--- src/rtl/module_display_scan_pkg.sv ---
// Shared constants and types for the multiplexed seven-segment display scanner.
package display_pkg;

    localparam int N_DIGITS = 8;
    localparam int NIBBLE_W = 4;

    typedef logic [6:0] seg_t;

    localparam seg_t SEG_BLANK = 7'h7F;

    // Active-low {g,f,e,d,c,b,a} patterns for hex digits 0..F
    localparam seg_t SEG_LUT [16] = '{
        7'h40, 7'h79, 7'h24, 7'h30, 7'h19, 7'h12, 7'h02, 7'h78,
        7'h00, 7'h10, 7'h08, 7'h03, 7'h46, 7'h21, 7'h06, 7'h0E
    };

endpackage

--- src/rtl/module_display_scan_if.sv ---
// Data/strobe inputs and display outputs of the scanner, bundled for the host and the scanner.
interface module_display_scan_if;
    import display_pkg::*;

    logic [N_DIGITS*NIBBLE_W-1:0] data_i;
    logic                         load_i;
    logic [N_DIGITS-1:0]          dp_i;
    logic                         en_i;
    logic [N_DIGITS-1:0]          an_o;
    seg_t                         seg_o;
    logic                         dp_o;
    logic                         frame_done_o;

    modport master (
        output data_i, load_i, dp_i, en_i,
        input  an_o, seg_o, dp_o, frame_done_o
    );

    modport slave (
        input  data_i, load_i, dp_i, en_i,
        output an_o, seg_o, dp_o, frame_done_o
    );

endinterface

--- src/rtl/module_display_scan_hex_to_7seg.sv ---
// Combinational hex nibble to active-low seven-segment pattern.
module module_hex_to_7seg
    import display_pkg::*;
(
    input  logic [NIBBLE_W-1:0] i_nibble,
    output seg_t                o_seg
);

    assign o_seg = SEG_LUT[i_nibble];

endmodule

--- src/rtl/module_display_scan.sv ---
// 8-digit multiplexed seven-segment scanner with frame-boundary double buffering,
// per-slot anode guard gap and optional leading-zero blanking.
module module_display_scan
    import display_pkg::*;
#(
    parameter int CLK_FREQ_HZ  = 10_000_000,
    parameter int DIGIT_HZ     = 1_000,
    parameter int GUARD_CYCLES = 16,
    parameter int BLANK_LZ     = 1
)
(
    input  logic                 clk_10Mhz_i,
    input  logic                 rst_i,
    module_display_scan_if.slave bus
);

    localparam int TICKS_PER_DIGIT = CLK_FREQ_HZ / DIGIT_HZ;
    localparam int TW     = (TICKS_PER_DIGIT > 1) ? $clog2(TICKS_PER_DIGIT) : 1;
    localparam int IW     = $clog2(N_DIGITS);
    localparam int WORD_W = N_DIGITS * NIBBLE_W;

    logic [TW-1:0]       r_tick;
    logic [IW-1:0]       r_idx;
    logic [WORD_W-1:0]   r_staging;
    logic [WORD_W-1:0]   r_shadow;
    logic [N_DIGITS-1:0] r_dp_staging;
    logic [N_DIGITS-1:0] r_dp_shadow;
    logic                r_pending;
    logic [N_DIGITS-1:0] r_an;
    seg_t                r_seg;
    logic                r_dp;

    logic                w_tc;
    logic                w_wrap;
    logic                w_guard;
    logic                w_blank;
    logic [N_DIGITS-1:0] w_upper_zero;
    logic [NIBBLE_W-1:0] w_nibble;
    seg_t                w_seg;

    assign w_tc    = (r_tick == TW'(TICKS_PER_DIGIT - 1));
    assign w_wrap  = w_tc && (r_idx == IW'(N_DIGITS - 1));
    assign w_guard = (r_tick < TW'(GUARD_CYCLES));

    // w_upper_zero[gi]: every nibble from digit gi up to the leftmost digit is zero
    generate
        for (genvar gi = 0; gi < N_DIGITS; gi++) begin : g_upper_zero
            assign w_upper_zero[gi] = ~|r_shadow[WORD_W-1:gi*NIBBLE_W];
        end
    endgenerate

    assign w_blank  = (BLANK_LZ != 0) && (r_idx != '0) && w_upper_zero[r_idx] && !r_dp_shadow[r_idx];
    assign w_nibble = r_shadow[r_idx*NIBBLE_W +: NIBBLE_W];

    module_hex_to_7seg u_hex (
        .i_nibble (w_nibble),
        .o_seg    (w_seg)
    );

    always_ff @(posedge clk_10Mhz_i or posedge rst_i) begin
        if (rst_i) begin
            r_tick <= '0;
            r_idx  <= '0;
        end else if (w_tc) begin
            r_tick <= '0;
            r_idx  <= r_idx + 1'b1;
        end else begin
            r_tick <= r_tick + 1'b1;
        end
    end

    // A load landing on the wrap cycle bypasses staging so it is shown in the very next frame.
    always_ff @(posedge clk_10Mhz_i or posedge rst_i) begin
        if (rst_i) begin
            r_staging    <= '0;
            r_dp_staging <= '0;
            r_shadow     <= '0;
            r_dp_shadow  <= '0;
            r_pending    <= 1'b0;
        end else begin
            if (bus.load_i) begin
                r_staging    <= bus.data_i;
                r_dp_staging <= bus.dp_i;
            end
            if (w_wrap) begin
                if (bus.load_i) begin
                    r_shadow    <= bus.data_i;
                    r_dp_shadow <= bus.dp_i;
                end else if (r_pending) begin
                    r_shadow    <= r_staging;
                    r_dp_shadow <= r_dp_staging;
                end
                r_pending <= 1'b0;
            end else if (bus.load_i) begin
                r_pending <= 1'b1;
            end
        end
    end

    always_ff @(posedge clk_10Mhz_i or posedge rst_i) begin
        if (rst_i) begin
            r_an  <= '1;
            r_seg <= SEG_BLANK;
            r_dp  <= 1'b1;
        end else if (!w_guard && bus.en_i && !w_blank) begin
            r_an  <= ~({{(N_DIGITS-1){1'b0}}, 1'b1} << r_idx);
            r_seg <= w_seg;
            r_dp  <= ~r_dp_shadow[r_idx];
        end else begin
            r_an  <= '1;
            r_seg <= SEG_BLANK;
            r_dp  <= 1'b1;
        end
    end

    assign bus.an_o         = r_an;
    assign bus.seg_o        = r_seg;
    assign bus.dp_o         = r_dp;
    assign bus.frame_done_o = w_wrap;

endmodule

--- src/flat_wrapper.sv ---
// flat-port wrapper written by rule: the top's interface ports become plain ports
module module_display_scan_flat import display_pkg::*;
#(
    parameter int CLK_FREQ_HZ  = 10_000_000,
    parameter int DIGIT_HZ     = 1_000,
    parameter int GUARD_CYCLES = 16,
    parameter int BLANK_LZ     = 1
)
  (clk_10Mhz_i, rst_i, bus_data_i, bus_load_i, bus_dp_i, bus_en_i, bus_an_o, bus_seg_o, bus_dp_o, bus_frame_done_o);
  module_display_scan_if bus_i ();
  input  logic clk_10Mhz_i;
  input  logic rst_i;
  input wire logic [$bits(bus_i.data_i)-1:0] bus_data_i;
  input wire logic [$bits(bus_i.load_i)-1:0] bus_load_i;
  input wire logic [$bits(bus_i.dp_i)-1:0] bus_dp_i;
  input wire logic [$bits(bus_i.en_i)-1:0] bus_en_i;
  output wire logic [$bits(bus_i.an_o)-1:0] bus_an_o;
  output wire logic [$bits(bus_i.seg_o)-1:0] bus_seg_o;
  output wire logic [$bits(bus_i.dp_o)-1:0] bus_dp_o;
  output wire logic [$bits(bus_i.frame_done_o)-1:0] bus_frame_done_o;
  assign bus_i.data_i = bus_data_i;
  assign bus_i.load_i = bus_load_i;
  assign bus_i.dp_i = bus_dp_i;
  assign bus_i.en_i = bus_en_i;
  assign bus_an_o = bus_i.an_o;
  assign bus_seg_o = bus_i.seg_o;
  assign bus_dp_o = bus_i.dp_o;
  assign bus_frame_done_o = bus_i.frame_done_o;
  module_display_scan #(.CLK_FREQ_HZ(CLK_FREQ_HZ), .DIGIT_HZ(DIGIT_HZ), .GUARD_CYCLES(GUARD_CYCLES), .BLANK_LZ(BLANK_LZ)) u_core (.clk_10Mhz_i(clk_10Mhz_i), .rst_i(rst_i), .bus(bus_i));
endmodule
--- config.mk ---
export PLATFORM = sky130hd
export DESIGN_NAME = module_display_scan_flat
export DESIGN_NICKNAME = d
export VERILOG_FILES = /design/src/rtl/module_display_scan_pkg.sv /design/src/rtl/module_display_scan_if.sv /design/src/rtl/module_display_scan_hex_to_7seg.sv /design/src/rtl/module_display_scan.sv /design/src/flat_wrapper.sv
export SDC_FILE = /design/constraint.sdc
export NUM_CORES = 1
export LEC_CHECK = 0
export CORE_MARGIN = 5
export CORE_UTILIZATION = 30
export CTS_CLUSTER_SIZE = 16
export DETAILED_ROUTE_END_ITERATION = 8
export SYNTH_ARGS = -nofsm -noshare
export SYNTH_HDL_FRONTEND = slang
export SYNTH_SLANG_ARGS = --single-unit
export TNS_END_PERCENT = 50
--- constraint.sdc ---
create_clock -name clk_10Mhz_i -period 4.6 [get_ports clk_10Mhz_i]
set_clock_uncertainty 0.15 [all_clocks]
set_input_delay 0.92 -clock clk_10Mhz_i [delete_from_list [all_inputs] [get_ports clk_10Mhz_i]]
set_output_delay 0.92 -clock clk_10Mhz_i [all_outputs]
set_load 0.005 [all_outputs]
### Word-level counts from Yosys, hierarchy flattened

Memory sizes are Yosys's and may differ from the RTL's.
Cells that the tools add are included.

| word-level totals | value |
|---|---|
| register bits after elaboration | 114 |
| bits in read-only memories | 112 |
| input port bits | 44 |
| logic and storage cells | 67 |
| memories | 1 |

| cells by class | value |
|---|---|
| add/subtract/negate cells | 2 |
| order comparisons | 3 |
| equal/unequal tests | 2 |
| shifts and indexed selects | 2 |
| multiplexer cells | 16 |
| bitwise operators | 3 |
| reduce and logical (&&, ||, !) cells | 28 |

Memories:

| memory | words | bits a word | read ports | clocked after memory_dff | write ports | line | source |
|---|---|---|---|---|---|---|---|
| (name not given) | 16 | 7 | 1 | 0 | 0 | module_display_scan_hex_to_7seg.sv:9 | `assign o_seg = SEG_LUT[i_nibble];` |

Operators by type and width:

| operator | number |
|---|---|
| 32-bit two-way mux | 2 |
| 32-bit OR reduction | 1 |
| 32-bit by 6-bit indexed part select with 4-bit output | 1 |
| 28-bit OR reduction | 1 |
| 8-bit two-way mux | 3 |
| 24-bit OR reduction | 1 |
| 7-bit two-way mux | 3 |
| 20-bit OR reduction | 1 |
| 16-bit OR reduction | 1 |
| 14-bit by 1-bit adder with 14-bit output, second input constant | 1 |
| 14-bit == test, second input constant | 1 |
| 14-bit by 5-bit less-than comparator with 1-bit output, second input constant | 1 |
| 14-bit two-way mux | 1 |
| 12-bit OR reduction | 1 |
| 1-bit zero test | 11 |
| 8-bit inverter | 1 |
| 8-bit OR reduction | 1 |
| 1-bit by 3-bit << shifter with 8-bit output, first input constant | 1 |
| 1-bit binary-select mux with 3-bit select | 2 |
| 5-bit >= comparator, second input constant | 1 |
| 1-bit logical AND | 5 |
| 1-bit two-way mux | 5 |
| 4-bit inverter with 5-bit output | 1 |
| 3-bit by 4-bit less-than comparator with 1-bit output, second input constant | 1 |
| other kinds (7) | 8 |

### Logic depth before layout (Yosys ltp)

Gate-level depths: netlist (run 1).

| depth | value |
|---|---|
| depth in word-level cells | 9 |
| mapped depth | 9 |
| gate-level depth less buffers | 8 |

### Modules after synthesis

Synthesis (run 1) repeated with hierarchy kept, for this count alone.

| second synthesis, totals | value |
|---|---|
| cells, all modules | 387 |
| area total of the unflattened synthesis | 5380.2 µm² |

By module, submodules not included:

| module | instances | cells each | area each (µm²) |
|---|---|---|---|
| module_display_scan | 1 | 354 | 5111.2 |
| module_hex_to_7seg | 1 | 33 | 269.0 |

### Worst setup path before layout (run 1)

OpenSTA, ideal clock, no wires.

| path | value |
|---|---|
| kind | reg-to-reg |
| from | register u_core.r_idx[0] |
| to | register u_core.r_seg[6], in the netlist u_core.bus.seg_o[6] |
| arrival | 2.336 ns |
| data required time | 4.351 ns |
| slack | 2.015 ns |
| cell stages (with the launch flop) | 9 |
| period minus slack after synthesis | 2.585 ns |
| cell sequence | dfrtp_1 -> buf_4 -> mux4_2 -> mux2i_1 -> inv_1 -> ha_1 -> mux2_2 -> a22oi_1 -> o21ai_0 |

| between the ends | value |
|---|---|
| longest elaborated chain between the ends | 7 |

RTL lines:

| item | line | source |
|---|---|---|
| start, declared | module_display_scan.sv:23 | `logic [IW-1:0] r_idx;` |
| start signal, assigned | module_display_scan.sv:66 | `r_idx <= r_idx + 1'b1;` |
| branches (longest 6 deep; another with memory 16 x 7 bit) | n/a |  |
| 7-bit two-way mux (*) | module_display_scan.sv:105 | `end else if (!w_guard && bus.en_i && !w_blank) begin` |
| end signal, assigned | module_display_scan.sv:107 | `r_seg <= w_seg;` |
| end, declared | module_display_scan.sv:30 | `seg_t r_seg;` |

Every way passes the cells marked *. The select of a mux whose other input is x is not followed.
A chain may end at the register's enable or synchronous reset.

### Worst setup path after layout (run 1)

| path | value |
|---|---|
| from | register u_core.r_idx[0] |
| to | output bus_frame_done_o |

| between the ends | value |
|---|---|
| longest elaborated chain between the ends | 2 |

RTL lines:

| item | line | source |
|---|---|---|
| 3-bit == test | module_display_scan.sv:42 | `assign w_wrap = w_tc && (r_idx == IW'(N_DIGITS - 1));` |
| 1-bit logical AND | module_display_scan.sv:42 |  |
| end, declared | flat_wrapper.sv:20 | `output wire logic [$bits(bus_i.frame_done_o)-1:0] bus_frame_done_o;` |

Every way passes these cells.

==> impl_summary.txt, run 1 <==
----------------------------------------------------
[Status]
  Run status ... finished, final reports clean

[Yosys]
  Compound-Gate Fraction of Synth Area ... 0.0356
  Synthesized netlist cell count ... 360
  Dominant combinational cell family by area after synthesis ... multiplexers
  Count of warnings emitted by yosys ... 0
  FFs w/ async S/R, synth ... 1.00
  Net count after synthesis ... 417
  Average instance area after synthesis ... 14.0 um2
  Cell area after synthesis ... 5060 um2
  Seq/Total Area, Yosys ... 0.568
  Simple-gate area share of the yosys netlist ... 0.0750
  Dominant cell type by area after synthesis ... sky130_fd_sc_hd__dfrtp_1
  Proportion of synthesized area in mux cells ... 0.241
  Post-synth top area share ... 0.485
  Post-Synth Adder-Cell Area ... 0.0322
  Number of enable flip-flop cells after synthesis ... 0
  Leading post-synthesis cells by cell area ... sky130_fd_sc_hd__dfrtp_1 (48%), sky130_fd_sc_hd__mux2_2 (18%), sky130_fd_sc_hd__dfstp_2 (8.3%)
  Number of distinct library cells after synthesis ... 44
  Synthesized flop and latch total ... 114
  Commonest register cell after synthesis ... sky130_fd_sc_hd__dfrtp_1
  Xor and xnor fraction of the mapped netlist area ... 0.0208

[GRT]
  Global route overflow ... 0
  All-Layer GR Usage ... 0.113
  First-pass GRT wire length ... 17100 um
  Initial antenna violation count ... 0
  Pin count of the biggest net entering global routing ... 97
  Vias in the first global route ... 3286

[Critical path]
  Worst setup SP type ... flop
  CP peak stage delay ... 0.81 ns
  Setup Crit Path Kind ... flop to primary output
  Crit path buffers/inverters ... 1
  Biggest fanout along the worst timing path ... 15
  Worst reg-to-reg setup slack ... 1.50 ns
  Endpoint required time on the critical path ... 3.53 ns
  Origin of the worst setup path ... u_core.r_idx[0]$_DFFE_PP0N_
  WP data arrival ... 2.48 ns
  Cell family with the largest share of critical-path delay ... flip-flops
  Cell count along the critical path ... 4
  Worst flop-to-flop path endpoint ... u_core.r_shadow[8]$_DFFE_PP0P_
  Cells along the critical path ... ha_1 > ha_1 > and3_1 > clkdlybuf4s50_1
  Start of the worst register-to-register path ... u_core.r_tick[11]$_DFF_PP0_
  Cell type with the highest occurrence count on the critical path ... sky130_fd_sc_hd__ha_1
  Critical path destination ... bus_frame_done_o
  Type of destination of the critical path ... primary output
  Slowest-stage cell, CP ... sky130_fd_sc_hd__dfrtp_1
  Worst reg-to-reg path cell count ... 4

[STA]
  Final critical delay including setup and external delays ... 3.55 ns
  Final Hold Slack ... 0.314 ns
  Sum of negative setup slack ... 0 ns
  Tightest Pin Transition ... 1.13 ns
  Max-slew headroom at the worst pin ... 0.245
  Setup repair after global routing missed its margin ... false
  Final Slew Violations ... 0
  Setup-failing EPs final ... 0
  Top achievable clock speed ... 281 MHz
  Endpoints failing hold ... 0
  Ratio of final minimum period to clock period ... 0.773

[Drt]
  Post-DR vias/cell ... 4.57
  TritonRoute pass-1 iters ... 4
  Detailed-route DRC error count ... 0
  Initial DRC count ... 187
  ANT nets after route ... 0
  Total via count in the routed design ... 3013
  Detailed-route wire length ... 10000 um
  Routed wirelength normalized by instance count ... 15.2 um

[CTS]
  H-tree lvl count ... 4
  Clock tree root driver cell ... sky130_fd_sc_hd__clkbuf_16
  Number of gates given a new drive strength after cts ... 0
  Clock-pin slew on the worst setup and hold paths ... 0.05 ns
  Maximum number of buffers from clock root to sink ... 2
  Clock tree from TritonCTS ... yes
  Number of buffers created by CTS ... 17
  TritonCTS Sinks ... 114
  Quantity of hold-fixing buffers added after cts ... 0
  Setup Buffers After CTS ... 0
  Clock insertion delay at the later pin of the skew report ... 0.41 ns

[Floorplanning]
  # IOs ... 61
  Die height ... 140 um
  Core area ... 16600 um2
  Area of the die ... 19600 um2
  Horiz. Die Dim ... 140 um
  Effective utilization at floorplan ... 0.305
  Rows ... 47

[Place]
  GPL Wtd Cong ... 0.784
  Count of buffers inserted at the top-level ports ... 60
  HPWL Detailed ... 7220 um

[Power and ir drop]
  Leakage power ... 2.91 nW
  Power Total ... 2.58 mW
  Pwr dens ... 399 nW/um2
  Maximum vdd ir drop ... 0.259 mV

[Finish]
  Commonest non-fill, non-tap cells in the layout ... sky130_fd_sc_hd__dfrtp_1 (98), sky130_fd_sc_hd__mux2_2 (81), sky130_fd_sc_hd__clkdlybuf4s50_1 (59)
  Share of final-layout standard cells stronger than drive strength 1 ... 0.335
  Most common cell after layout, fill and taps aside ... sky130_fd_sc_hd__dfrtp_1
  Fillers ... 1549
  Total inserted antenna cells ... 0
  Net count of the finished layout ... 483
  Signed area change from the synthesized netlist to the final layout ... 28.2%

[Job]
  Max-cap violations ... 0

[Worst hold path]
  Min-delay worst type ... flop to flop
  Hold Crit Depth ... 1

----------------------------------------------------
## logic make-up after synthesis
kind of cell	after synthesis
AOI/OAI and AO/OA	28
xor gates and xnor gates	12
adders and majority gates	13
buffers and inverters	26
DFF	114
muxes	98
and+or+nand+nor	69
## worst min path at each step
stage                     slack (ns)                         end                  startpoint
after floorplan                 0.28  u_core.r_tick[0]$_DFF_PP0_  u_core.r_tick[0]$_DFF_PP0_
after global placement          0.29  u_core.r_tick[0]$_DFF_PP0_  u_core.r_tick[0]$_DFF_PP0_
after detailed placement        0.31  u_core.r_tick[0]$_DFF_PP0_  u_core.r_tick[0]$_DFF_PP0_
after CTS                       0.32  u_core.r_tick[0]$_DFF_PP0_  u_core.r_tick[0]$_DFF_PP0_
after global routing            0.33  u_core.r_tick[0]$_DFF_PP0_  u_core.r_tick[0]$_DFF_PP0_
final                           0.31  u_core.r_tick[0]$_DFF_PP0_  u_core.r_tick[0]$_DFF_PP0_
## registers in the layout (all words and copies together), names as in the netlist
register	count
u_core.r_dp_staging	8
u_core.r_dp_shadow	8
u_core.bus.an_o	8
u_core.r_staging	32
u_core.r_pending	1
u_core.r_idx	3
u_core.r_shadow	32
u_core.bus.dp_o	1
u_core.r_tick	14
u_core.bus.seg_o	7
## final cells by class
class / instances / area [um2] / area share
clock buffers: 20 / 447 / 0.0689
clock inverters: 12 / 186 / 0.0288
inverters: 11 / 43.8 / 0.00676
multi-input cells: 220 / 2050 / 0.316
flip-flops and latches: 114 / 2870 / 0.443
well taps: 220 / 275 / 0.0425
repair buffers: 62 / 611 / 0.0942
## cell usage after synthesis (6+ instances only)
master	instances
sky130_fd_sc_hd__nand2_1	15
sky130_fd_sc_hd__ha_1	13
sky130_fd_sc_hd__mux4_2	10
sky130_fd_sc_hd__xor2_1	7
sky130_fd_sc_hd__inv_1	10
sky130_fd_sc_hd__nand3_1	9
sky130_fd_sc_hd__mux2_2	81
sky130_fd_sc_hd__dfrtp_1	98
sky130_fd_sc_hd__o21ai_0	9
sky130_fd_sc_hd__mux2i_1	6
sky130_fd_sc_hd__and3_1	7
sky130_fd_sc_hd__nor2_1	14
sky130_fd_sc_hd__nor4_1	8
sky130_fd_sc_hd__dfstp_2	16
## worst register-to-register path, stage by stage (launching register included)
cell and delay [ns]:
sky130_fd_sc_hd__dfrtp_1 0.41, sky130_fd_sc_hd__or4_4 0.58, sky130_fd_sc_hd__nor4_4 0.70, sky130_fd_sc_hd__nand3b_4 0.63, sky130_fd_sc_hd__mux2_2 0.51
## layer usage
metal | GRT usage | part of all wire
met1 | 0.143 | 0.47
met2 | 0.176 | 0.47
met3 | 0.0391 | 0.040
met4 | 0.0459 | 0.020
met5 | 0 | 0
## power breakdown
| part | total [mW] | internal [mW] | switching [mW] |
|---|---|---|---|
| clock | 1.40 | 0.966 | 0.435 |
| sequential | 1.05 | 1.04 | 0.00857 |
| combinational | 0.129 | 0.0718 | 0.0572 |
| total | 2.58 | 2.08 | 0.501 |
## metrics by stage
step	util	cells	cell area (um2)	setup WS, ns
2_1_floorplan	-	360	5060	0.541
3_3_place_gp	0.353	627	5850	1.46
3_5_place_dp	0.353	627	5850	1.39
4_1_cts	0.391	659	6480	0.956
5_1_grt	0.391	659	6480	0.819
6_report	0.391	659	6480	1.05
No activity file was read; power rests on OpenSTA's default activity.
==> inputs of run 2 (changes only) <==
==> constraint.sdc (replaced) <==
create_clock -name clk_10Mhz_i -period 3.5 [get_ports clk_10Mhz_i]
set_clock_uncertainty 0.15 [all_clocks]
set_input_delay 0.7 -clock clk_10Mhz_i [delete_from_list [all_inputs] [get_ports clk_10Mhz_i]]
set_output_delay 0.7 -clock clk_10Mhz_i [all_outputs]
set_load 0.005 [all_outputs]
==> run 2 against run 1 <==
  * Final cell count rose by 0.46%
  * Register-to-register slack got worse by 0.89 ns
  * Sequential cell count did not move
  * First-iteration DRC count fell by 8.6%
  * Global-route usage rose by 0.057 points
  * Clock power rose by 16%
  * Total power rose by 23%
==> impl_summary.txt, run 2 (same netlist as run 1, synthesis figures left out) <==
----------------------------------------------------
[Finish]
  Share of final-layout standard cells stronger than drive strength 1 ... 0.337 (+0.00225)
  Net count of the finished layout ... 487 (+0.83%)
  Signed area change from the synthesized netlist to the final layout ... 27.6%
  Final cell count without fillers ... 662 (+0.46%)
  Fillers ... 1547 (-0.13%)
  Largest regs ... u_core.r_shadow x32, u_core.r_staging x32, u_core.r_tick x14
  Commonest non-fill, non-tap cells in the layout ... sky130_fd_sc_hd__dfrtp_1 (98), sky130_fd_sc_hd__mux2_2 (81), sky130_fd_sc_hd__clkdlybuf4s50_1 (59)
  Total inserted antenna cells ... 0 (unchanged)
  Most common cell after layout, fill and taps aside ... sky130_fd_sc_hd__dfrtp_1

[Critical path]
  Type of destination of the critical path ... primary output
  Biggest fanout along the worst timing path ... 10 (-5)
  Setup Crit Path Kind ... flop to primary output
  Origin of the worst setup path ... u_core.r_idx[0]$_DFFE_PP0N_
  Worst setup SP type ... flop
  Start of the worst register-to-register path ... u_core.r_idx[0]$_DFFE_PP0N_
  WP data arrival ... 2.34 ns (-0.14 ns)
  Endpoint required time on the critical path ... 2.65 ns (-0.88 ns)

[Place]
  HPWL Detailed ... 7420 um (+2.7%)
  Post-Place Cells ... 631 (+0.64%)
  GPL Wtd Cong ... 0.773 (-1.5%)
  Count of buffers inserted at the top-level ports ... 60 (unchanged)

[Drt]
  Initial DRC count ... 171 (-8.6%)
  Total via count in the routed design ... 3101 (+2.9%)
  Detailed-route wire length ... 10300 um (+3.2%)
  ANT nets after route ... 0 (unchanged)
  Routed wirelength normalized by instance count ... 15.6 um (+2.7%)
  Detailed-route DRC error count ... 0 (unchanged)
  Routed wl met2 ... 4800 um (+2.3%)
  Wl on met1 ... 4800 um (+1.8%)
  TritonRoute pass-1 iters ... 4 (unchanged)
  Sum of met3 wire segment lengths after detailed routing ... 552 um (+36%)
  Post-DR vias/cell ... 4.68 (+2.5%)
  Highest metal used ... met4

[CTS]
  Clock insertion delay at the later pin of the skew report ... 0.41 ns (about the same)
  Setup Buffers After CTS ... 0 (unchanged)
  Maximum number of buffers from clock root to sink ... 2 (unchanged)
  Clock tree root driver cell ... sky130_fd_sc_hd__clkbuf_16
  Quantity of hold-fixing buffers added after cts ... 0 (unchanged)
  Number of gates given a new drive strength after cts ... 0 (unchanged)
  Number of buffers created by CTS ... 17 (unchanged)
  TritonCTS Sinks ... 114 (unchanged)
  H-tree lvl count ... 4 (unchanged)
  Clock tree from TritonCTS ... yes
  Clock-pin slew on the worst setup and hold paths ... 0.05 ns (about the same)

[GRT]
  Pin count of the biggest net entering global routing ... 102 (+5.2%)
  Initial antenna violation count ... 0 (unchanged)
  All-Layer GR Usage ... 0.113 (+0.000570)
  Global route overflow ... 0 (unchanged)
  Vias in the first global route ... 3380 (+2.9%)
  First-pass GRT wire length ... 17600 um (+2.5%)

[Power and ir drop]
  Leakage power ... 2.90 nW (-0.35%)
  Maximum vdd ir drop ... 0.347 mV (+34%)
  Pwr dens ... 492 nW/um2 (+23%)

[STA]
  Endpoints failing hold ... 0 (unchanged)
  Top achievable clock speed ... 313 MHz
  Ratio of final minimum period to clock period ... 0.913
  Final critical delay including setup and external delays ... 3.19 ns
  Final Slew Violations ... 0 (unchanged)
  Sum of negative setup slack ... 0 ns (unchanged)
  Setup repair after global routing missed its margin ... false
  Setup-failing EPs final ... 0 (unchanged)
  Max-slew headroom at the worst pin ... 0.342 (+0.0963)
  Tightest Pin Transition ... 0.987 ns (-0.145 ns)

[Job]
  Max-cap violations ... 0 (unchanged)

[Floorplanning]
  Horiz. Die Dim ... 140 um (unchanged)
  Die height ... 140 um (unchanged)
  Effective utilization at floorplan ... 0.305 (unchanged)
  Rows ... 47 (unchanged)
  # IOs ... 61 (unchanged)
  Core area ... 16600 um2 (unchanged)
  Area of the die ... 19600 um2 (unchanged)

[Status]
  Run status ... finished, final reports clean

[Worst hold path]
  Hold Startpoint ... u_core.r_tick[0]$_DFF_PP0_
  Min-delay worst type ... flop to flop

----------------------------------------------------
-- run 2: cell count changes in the layout (fill, tap and decap cells not counted), sizes merged --
cell,previous run,this run
inv,11,10
clkbuf,20,26
buf,3,7
bufinv,5,1
clkinv,6,4
-- run 2: critical path: stages (launching register included) --
cell and delay, ns:
sky130_fd_sc_hd__dfrtp_1 0.68, sky130_fd_sc_hd__ha_1 0.26, sky130_fd_sc_hd__ha_1 0.24, sky130_fd_sc_hd__and3_1 0.23
sky130_fd_sc_hd__clkdlybuf4s50_1 0.52
-- run 2: routing by layer --
metal  vias up  global-route usage
li1       1441                   -
met1      1572               0.148
met2        73               0.170
met3        15              0.0443
met4         0              0.0413
met5         -                   0
-- run 2: cell type report --
cell class,count,area [um2],share of cell area
clock buffers,26,509,0.0789
clock inverters,5,50.0,0.00776
inverters,11,45.0,0.00698
multi-input cells,220,2050,0.317
flip-flops and latches,114,2870,0.445
well taps,220,275,0.0427
repair buffers,66,653,0.101
-- run 2: stage by stage --
stage / area (um2) / total power [mW] / setup slack [ns] / util / hold WS, ns
4_1_cts: 6450 / 3.23 / 0.218 / 0.389 / 0.312
3_5_place_dp: 5890 / 1.59 / 0.616 / 0.355 / 0.305
6_report: 6450 / 3.17 / 0.306 / 0.389 / 0.314
2_1_floorplan: 5060 / 1.49 / 0.915 / - / 0.283
3_3_place_gp: 5890 / 1.58 / 0.699 / 0.355 / 0.296
5_1_grt: 6450 / 3.31 / 0.132 / 0.389 / 0.352
-- run 2: path summary, 6_finish.rpt --
check                                                      to  slack (ns)  cells after the start
max reg2reg                     u_core.bus.seg_o[6]$_DFF_PP1_        0.61                      7
min reg2reg                        u_core.r_tick[0]$_DFF_PP0_        0.31                      1
max                                          bus_frame_done_o        0.31                      4
max in group asynchronous     u_core.r_staging[9]$_DFFE_PP0P_        1.93                      3
min in group asynchronous  u_core.r_dp_staging[5]$_DFFE_PP0P_        0.46                      2
min                                u_core.r_tick[0]$_DFF_PP0_        0.31                      1
-- run 2: report_power, final --
part | switching, mW | internal [mW]
sequential | 0.0119 | 1.37
combinational | 0.0751 | 0.0960
clock | 0.556 | 1.06
